File: src/rtl/rename_dispatch_queue.sv
// rename_dispatch_queue: elastic bundle buffer between rename and dispatch.
// Holds up to DEPTH renamed bundles. Branch resolution is applied in place:
// a verify clears the resolved tag from every lane mask, and a mispredict
// squashes tagged lanes and trims the fully squashed (youngest) bundles.
module rename_dispatch_queue #(
  parameter int DISPATCH_WIDTH = 4,
  parameter int PKT_W          = 128,
  parameter int CHECKPOINTS    = 4,
  parameter int DEPTH          = 2
) (
  input  logic                                  clk,
  input  logic                                  reset,
  input  logic                                  flush_i,
  input  logic                                  in_valid_i,
  output logic                                  in_ready_o,
  input  logic [DISPATCH_WIDTH-1:0]             in_lane_vld_i,
  input  logic [DISPATCH_WIDTH*PKT_W-1:0]       in_pkt_i,
  input  logic [DISPATCH_WIDTH*CHECKPOINTS-1:0] in_mask_i,
  input  logic                                  ctrl_verified_i,
  input  logic                                  ctrl_mispredict_i,
  input  logic [CHECKPOINTS-1:0]                ctrl_tag_i,
  output logic                                  out_valid_o,
  input  logic                                  out_ready_i,
  output logic [DISPATCH_WIDTH-1:0]             out_lane_vld_o,
  output logic [DISPATCH_WIDTH*PKT_W-1:0]       out_pkt_o,
  output logic [DISPATCH_WIDTH*CHECKPOINTS-1:0] out_mask_o,
  output logic [$clog2(DEPTH+1)-1:0]            occupancy_o
);
  localparam int PW = $clog2(DEPTH);
  localparam int CW = $clog2(DEPTH + 1);
  localparam int BW = DISPATCH_WIDTH * PKT_W;
  localparam int MW = DISPATCH_WIDTH * CHECKPOINTS;

  // Bundle storage; never reset, only entries inside the count are meaningful.
  logic [BW-1:0]             pkt_mem  [DEPTH];
  logic [MW-1:0]             mask_mem [DEPTH];
  logic [DISPATCH_WIDTH-1:0] lvld_mem [DEPTH];

  logic [PW-1:0] head_q, head_d, tail_q, tail_d, wr_idx;
  logic [CW-1:0] count_q, count_d, surv;

  logic                      mispredict, verify, enq, enq_store, deq;
  logic [MW-1:0]             clr_keep;
  logic [DISPATCH_WIDTH-1:0] in_squash, in_lvld_f;
  logic [MW-1:0]             in_mask_f;
  logic [DISPATCH_WIDTH-1:0] ent_squash [DEPTH];
  logic [DEPTH-1:0]          ent_live, ent_occ;

  // Lanes whose branch mask carries any bit of the resolved tag.
  function automatic logic [DISPATCH_WIDTH-1:0] lanes_hit(input logic [MW-1:0] m,
                                                          input logic [CHECKPOINTS-1:0] t);
    logic [DISPATCH_WIDTH-1:0] hit;
    hit = '0;
    for (int l = 0; l < DISPATCH_WIDTH; l++) begin
      hit[l] = |(m[l*CHECKPOINTS +: CHECKPOINTS] & t);
    end
    return hit;
  endfunction

  // Flush and reset override any branch resolution arriving in the same cycle.
  assign mispredict = ctrl_verified_i & ctrl_mispredict_i & ~flush_i & ~reset;
  assign verify     = ctrl_verified_i & ~ctrl_mispredict_i & ~flush_i & ~reset;
  assign clr_keep   = verify ? ~{DISPATCH_WIDTH{ctrl_tag_i}} : '1;

  assign in_squash = lanes_hit(in_mask_i, ctrl_tag_i);

  // Per-entry liveness after squash and whether the slot lies inside the queue.
  generate
    for (genvar gi = 0; gi < DEPTH; gi++) begin : g_entry
      wire [PW-1:0] offset = PW'(gi) - head_q;
      assign ent_squash[gi] = lanes_hit(mask_mem[gi], ctrl_tag_i);
      assign ent_occ[gi]    = CW'(offset) < count_q;
      assign ent_live[gi]   = |(lvld_mem[gi] & ~ent_squash[gi]);
    end
  endgenerate

  // No pass-through: a full buffer refuses even when the head leaves this cycle.
  assign in_ready_o  = (count_q < CW'(DEPTH)) & ~reset & ~flush_i;
  assign out_valid_o = (count_q != '0) & ~reset & ~flush_i & ~(ctrl_verified_i & ctrl_mispredict_i);
  assign enq         = in_valid_i & in_ready_o;
  assign deq         = out_valid_o & out_ready_i;
  assign in_lvld_f   = mispredict ? (in_lane_vld_i & ~in_squash) : in_lane_vld_i;
  assign in_mask_f   = in_mask_i & clr_keep;
  assign enq_store   = enq & (|in_lvld_f);

  assign out_lane_vld_o = out_valid_o ? lvld_mem[head_q] : '0;
  assign out_pkt_o      = out_valid_o ? pkt_mem[head_q] : '0;
  assign out_mask_o     = out_valid_o ? (mask_mem[head_q] & clr_keep) : '0;
  assign occupancy_o    = count_q;

  // Next pointers and count; a mispredict rebuilds the tail from the surviving prefix.
  always_comb begin
    surv = '0;
    for (int e = 0; e < DEPTH; e++) begin
      surv = surv + CW'(ent_occ[e] & ent_live[e]);
    end
    head_d = head_q + PW'(deq);
    if (mispredict) begin
      wr_idx  = head_q + PW'(surv);
      tail_d  = wr_idx + PW'(enq_store);
      count_d = surv + CW'(enq_store);
    end else begin
      wr_idx  = tail_q;
      tail_d  = tail_q + PW'(enq_store);
      count_d = count_q + CW'(enq_store) - CW'(deq);
    end
  end

  // Valid state: reset and flush both empty the queue.
  always_ff @(posedge clk) begin
    if (reset | flush_i) begin
      count_q <= '0;
      head_q  <= '0;
      tail_q  <= '0;
    end else begin
      count_q <= count_d;
      head_q  <= head_d;
      tail_q  <= tail_d;
    end
  end

  // Storage: resolve branches in place on every entry, then write the new bundle.
  always_ff @(posedge clk) begin
    for (int e = 0; e < DEPTH; e++) begin
      if (verify)     mask_mem[e] <= mask_mem[e] & clr_keep;
      if (mispredict) lvld_mem[e] <= lvld_mem[e] & ~ent_squash[e];
    end
    if (enq_store) begin
      pkt_mem[wr_idx]  <= in_pkt_i;
      mask_mem[wr_idx] <= in_mask_f;
      lvld_mem[wr_idx] <= in_lvld_f;
    end
  end

endmodule

File: config.mk
export PLATFORM = sky130hd
export DESIGN_NAME = rename_dispatch_queue
export DESIGN_NICKNAME = d
export VERILOG_FILES = /design/src/rtl/rename_dispatch_queue.sv
export SDC_FILE = /design/constraint.sdc
export NUM_CORES = 1
export LEC_CHECK = 0
export BUFFER_PORTS_ARGS = -buffer_cell sky130_fd_sc_hd__buf_2
export CORE_AREA = 2 2 415 417
export DETAILED_ROUTE_END_ITERATION = 6
export DIE_AREA = 0 0 417 419
export GPL_TIMING_DRIVEN = 0
export PLACE_DENSITY = 0.54
export SLEW_MARGIN = 20
export SYNTH_ARGS = -nofsm -noshare
export SYNTH_HDL_FRONTEND = slang
export SYNTH_SLANG_ARGS = --single-unit
File: constraint.sdc
create_clock -name clk -period 22.8 [get_ports clk]
set_input_delay 1.14 -clock clk [delete_from_list [all_inputs] [get_ports clk]]
set_output_delay 1.14 -clock clk [all_outputs]
set_load 0.01 [all_outputs]
# After elaboration in Yosys (flattened, before gate mapping)
# Memory sizes are Yosys's and may differ from the RTL's. A register that Yosys moved wholly into a read port is not among the register bits.
# Index checks and enable logic that the tools add are counted.
word_totals:
  mem_count: 3
  out_inout_bits: 536
  latch_bits: 0
  ramBits: 1064
  rom_bits: 0
  reg_bits: 4
mem_list:
  columns: ["name", "words", "word_bits", "rd", "rd_clocked_by_memory_dff", "write_ports", "line_no", "text"]
  rows:
  - ["pkt_mem", 2, 512, 1, 1, 1, "35", "logic [BW-1:0] pkt_mem [DEPTH];"]
  - ["mask_mem", 2, 16, 3, 1, 3, "36", "logic [MW-1:0] mask_mem [DEPTH];"]
  - ["lvld_mem", 2, 4, 3, 1, 3, "37", "logic [DISPATCH_WIDTH-1:0] lvld_mem [DEPTH];"]
op_classes:
  n_reduce_logical: 16
  n_mux: 17
  n_eq_ne: 0
  n_div: 0
  bitwise_logic: 44
  mul: 0
  n_shift: 0
  add_sub_neg: 10
  n_lt_le_gt_ge: 3
ops:
  columns: ["op", "n"]
  rows:
  - ["$mux 512", 1]
  - ["$and 16x16->16", 4]
  - ["$and 4x4->4", 15]
  - ["$reduce_or 4->1", 15]
  - ["$mux 16", 2]
  - ["$and 1x1->1", 16]
  - ["$not 16->16", 1]
  - ["$not 4->4", 3]
  - ["$mux 1", 11]
  - ["$mux 4", 2]
  - ["$add 1x1->1", 4]
  - ["$add 2x1->2", 2]
  - ["$lt 1x2->1", 2]
  - ["$not 1->1", 4]
  - ["$add 1x1->2", 1]
  - ["$lt 2x2->1 const B", 1]
  - ["$mux 2", 1]
  - ["$reduce_bool 2->1", 1]
  - ["$sub 1x1->1 const A", 2]
  - ["$sub 2x1->2", 1]
  - ["$or 1x1->1", 1]

# Logic depth before layout (Yosys ltp)
depth:
  word_depth: 10
  depth_mapped: 13
  ltp_nobuf: 11

# Least setup slack after synthesis
# Ideal clock, no wire load.
synth_timing:
  path_type: "input port to flip-flop"
  start: "input port ctrl_tag_i[1]"
  end: "memory mask_mem[1][0] (netlist bit) (enable)"
  t_arrival_ns: 16.572
  path_slack_ns: 5.895
  path_stages: 12
  t_required_ns: 22.466
  setup_ns: 0.334
  cell_sequence: "buf_2 > a222oi_1 > nand3_1 > a41o_1 > inv_1 > ha_1 > xnor2_1 > a21oi_1 > ha_1 > buf_2 > buf_2 > or2_2"
synth_rtl:
  columns: ["element", "line_no", "text"]
  rows:
  - ["start, declared", "21", "input logic [CHECKPOINTS-1:0] ctrl_tag_i,"]
  - ["end, declared", "36", null]

# Worst setup path after layout
layout_timing:
  start: "input port ctrl_tag_i[0]"
  end: "memory pkt_mem[1][109] (netlist bit) (enable)"
layout_via:
  elab_chain_len: 9
  word_cells_on_any_way: 42
layout_rtl:
  columns: ["element", "line_no", "text"]
  rows:
  - ["$and 4x4->4", "55", "hit[l] = |(m[l*CHECKPOINTS +: CHECKPOINTS] & t);"]
  - ["$reduce_or 4->1", "55", null]
  - ["$not 4->4 (on tied branches)", "73, 82", null]
  - ["$and 4x4->4 (on tied branches)", "73, 82", null]
  - ["$reduce_or 4->1 / $mux 4 (equally long branches)", "73, 82", null]
  - ["$and 1x1->1 / $reduce_or 4->1 (equally long branches)", "95, 84", null]
  - ["$add 1x1->2 / $and 1x1->1 (equally long branches)", "95, 84", null]
  - ["$add 1x1->1 / $mux 1 (equally long branches)", "99, 128", null]
  - ["$mux 1 (on tied branches)", "98, 129", null]
  - ["end, declared", "35", null]
# Several ways; a longest one is shown, not always the timed one.

==> impl_metrics.csv <==
group,metric,value,unit
run_status,status,"finished, final reports clean",
power,p_leak,19.6,nW
min_path,whs_path_depth,1,
cts,clock_path_buffers,3,
timing,clock.fmax,0.196,GHz
grt,grt_pass1_wl,186,mm
route,vias_per_cell,4.22,
cells_and_area,drive_gt1_share,37.6,%
cells_and_area,stdcell_area,0.0540,mm^2
critical_path,cp.required,23.26,ns
die,fp.dieH,419,um
die,core_region_area,0.171,mm^2
cts,tritoncts,"built",
synth,async_flop_share,0,%
grt,grt_overflow,0,
power,power.density,78.2,mW/mm^2
synth,synth_compound_area_share,0.634,%
min_path,min-delay-start,"in_pkt_i[248]",
synth,ys_top_cells_by_area,"edfxtp_1, mux2i_1, nor2_1",
synth,yosys_warnings,0,
route,final_antenna_net_count,0,
power,power,4.22,mW
critical_path,end_kind,"register",
place,dpl_cell_area,0.0501,mm^2
place,port_buffers,1078,
timing,relSlewSlack,38.4,%
power,ir_drop,68.5,uV
route,num_vias,25400,
timing,tightest_slew,0.923,ns
grt,grt_max_degree,49,
critical_path,r2r_start,"head_q$_SDFF_PP0_",
timing,tns,0,ns
synth,ys_seq_elements,1068,
synth,synth-xor-area-share,0.0637,%
synth,synth_top_family_by_area,"multiplexers",
die,io_pins,1079,
critical_path,r2r_cells,15,
cts,cts_setup_buffers,0,
die,num_rows,152,
synth,synth_cell_type_count,35,
timing,hold_violations,0,
cts,numCtsBuffers,119,
synth,synth-simple-area-share,5.73,%
route,dr.pass1.iters,5,
die,initial_utilization,24.2,%
synth,synth_fp_nets,2977,
cells_and_area,nets,4202,
timing,rsz0062_at_grt,"false",
die,dieArea,0.175,mm^2
cells_and_area,seqCellArea,0.0320,mm^2
route,drt-total-wl,137,mm
route,wl_per_cell,22.7,um
synth,avgSynthCellArea,17.0,um^2
synth,synth-edff-count,1064,
cells_and_area,multi_input_area,0.00851,mm^2
cts,cts_hold_repair.buffers,0,
synth,synth.cell_area,0.0413,mm^2
grt,grt_pass1_vias,25800,
critical_path,startpoint_type,"primary input",
die,chipWidth,417,um
cts,cts_root_buf,"clkbuf_16",
grt,grt_use_total,14.9,%
critical_path,r2r_slack,18.00,ns
critical_path,path_class,"primary input to register",
critical_path,cp.arrival,5.57,ns
grt,antenna_found_initial,57,
place,dp_hpwl,104,mm
min_path,worstHoldEndpoint,"pkt_mem[1][248]$_DFFE_PP_",
synth,synthFlopType,"edfxtp_1",
cts,insertion_delay,0.81,ns
synth,netlist_instances,2426,
synth,ys_seq_area_share,77.6,%
cts,cts_num_sinks,1068,
synth,synth_top_area_cell,"edfxtp_1",
cells_and_area,syn_to_final_growth,30.8,%
flow_run,maxCapViolations,0,
route,route.detailed.drc,0,
critical_path,cp_max_fo,46,
synth,yosysTopAreaCellShare,77.4,%
place,place_congestion,0.845,
timing,setup_viol,0,
timing,finClkSkew,0.0523,ns
min_path,hold_class,"primary input to register",
cts,clkTransAtPathRegs,0.07,ns
synth,muxShareOfSynthArea,13.9,%
cts,h-tree-depth,3,
synth,synth_fa_ha_area_share,0.261,%
cts,ctsResizeCount,0,
timing,final.period_utilization,22.4,%
cells_and_area,fillers,17000,
timing,slew_violations,0,
critical_path,reg2reg_to,"pkt_mem[1][109]$_DFFE_PP_",
route,drt-initial-drc-count,1573,
timing,fin_crit,5.11,ns
## kinds of logic (layout without fill, tap and decap cells)
logic type | after synthesis | in the layout
AOI/OAI and AO/OA | 33 | 33
xor gates and xnor gates | 3 | 3
adders and majority gates | 8 | 8
buffers and inverters | 136 | 1464
DFF | 1068 | 1068
muxes | 572 | 572
other | 0 | 24
and+or+nand+nor | 606 | 606
## power by group
part | internal, mW | total [mW] | switching [mW]
Combinational | 0.0586 | 0.139 | 0.0807
Clock | 1.05 | 1.87 | 0.817
Sequential | 2.20 | 2.21 | 0.00944
Total | 3.31 | 4.22 | 0.907
## flip-flops by register name, indices dropped and copies added (netlist names)
name         cells
occupancy_o      2
tail_q           1
lvld_mem         8
pkt_mem       1024
mask_mem        32
head_q           1
## Yosys cell counts (all sizes together), types with 5 or more instances
cell,number
edfxtp,1064
nor3,16
a21oi,5
a222oi,8
buf,130
nand3,9
o21ai,6
nor2,558
ha,7
mux2i,572
nand2,10
## area by class of cell
| cell class | count | area share, % |
|---|---|---|
| Inverter | 4 | 0.0278 |
| Clock inverter | 75 | 1.26 |
| Timing Repair Buffer | 1104 | 11.2 |
| Antenna cell | 24 | 0.111 |
| Tap cell | 2233 | 5.18 |
| Clock buffer | 149 | 5.76 |
| Buffer | 132 | 1.35 |
| Multi-Input combinational cell | 1222 | 15.8 |
| Sequential cell | 1068 | 59.3 |
## critical path, stage by stage
cell      delay (ns)
buf_2           0.15
buf_2           0.22
a222oi_1        0.46
nand3_1         0.22
a41o_1          0.26
inv_1           0.06
ha_1            0.23
xnor2_1         0.15
a21oi_1         0.31
ha_4            0.52
buf_16          0.30
buf_16          0.26
buf_12          0.28
buf_16          0.26
buf_16          0.29
buf_16          0.29
## per-stage QoR
| stage | utilization (%) | std cells | setup slack [ns] | hold slack (ns) |
|---|---|---|---|---|
| after floorplan | - | 2426 | 5.89 | 0.582 |
| after global placement | 29.0 | 5737 | -4.12 | 0.610 |
| after detailed placement | 29.4 | 5763 | 16.80 | 0.617 |
| after CTS | 31.6 | 5987 | 17.67 | 0.407 |
| after global routing | 31.6 | 6004 | 17.55 | 0.455 |
| final | 31.6 | 6011 | 17.69 | 0.518 |
## cells in the final DEF (no fill, tap or decap), types with 7 or more instances in the layout
cell       instances
buf_2           1188
edfxtp_1        1064
mux2i_1          572
nor2_1           558
clkbuf_16        120
clkbuf_1          31
clkinv_1          29
diode_2           24
buf_16            18
nor3_1            16
buf_4             15
clkinv_2          15
nand2_1            9
nand3_1            9
a222oi_1           8
inv_6              8
buf_12             8
bufinv_16          7
## worst max path at each step
stage                   from                        end  slack (ns)  cells past startpoint
5_1_grt        ctrl_tag_i[0]  pkt_mem[1][109]$_DFFE_PP_       17.55                     16
6_report       ctrl_tag_i[0]  pkt_mem[1][109]$_DFFE_PP_       17.69                     16
2_1_floorplan  ctrl_tag_i[1]   mask_mem[1][0]$_DFFE_PP_        5.89                     12
4_1_cts        ctrl_tag_i[0]  pkt_mem[1][185]$_DFFE_PP_       17.67                     16
3_5_place_dp   ctrl_tag_i[0]   pkt_mem[1][74]$_DFFE_PP_       16.80                     16
3_3_place_gp   ctrl_tag_i[0]  mask_mem[1][14]$_DFFE_PP_       -4.12                     13
## per-layer routing
layer | share of wire, % | routed length (um) | GRT usage, %
met4 | 4.2 | 5710 | 7.54
met5 | 0.18 | 245 | 0
met3 | 8.2 | 11200 | 5.28
met1 | 37 | 50300 | 16.3
met2 | 51 | 69100 | 25.7
No activity file was read; power rests on OpenSTA's default activity.
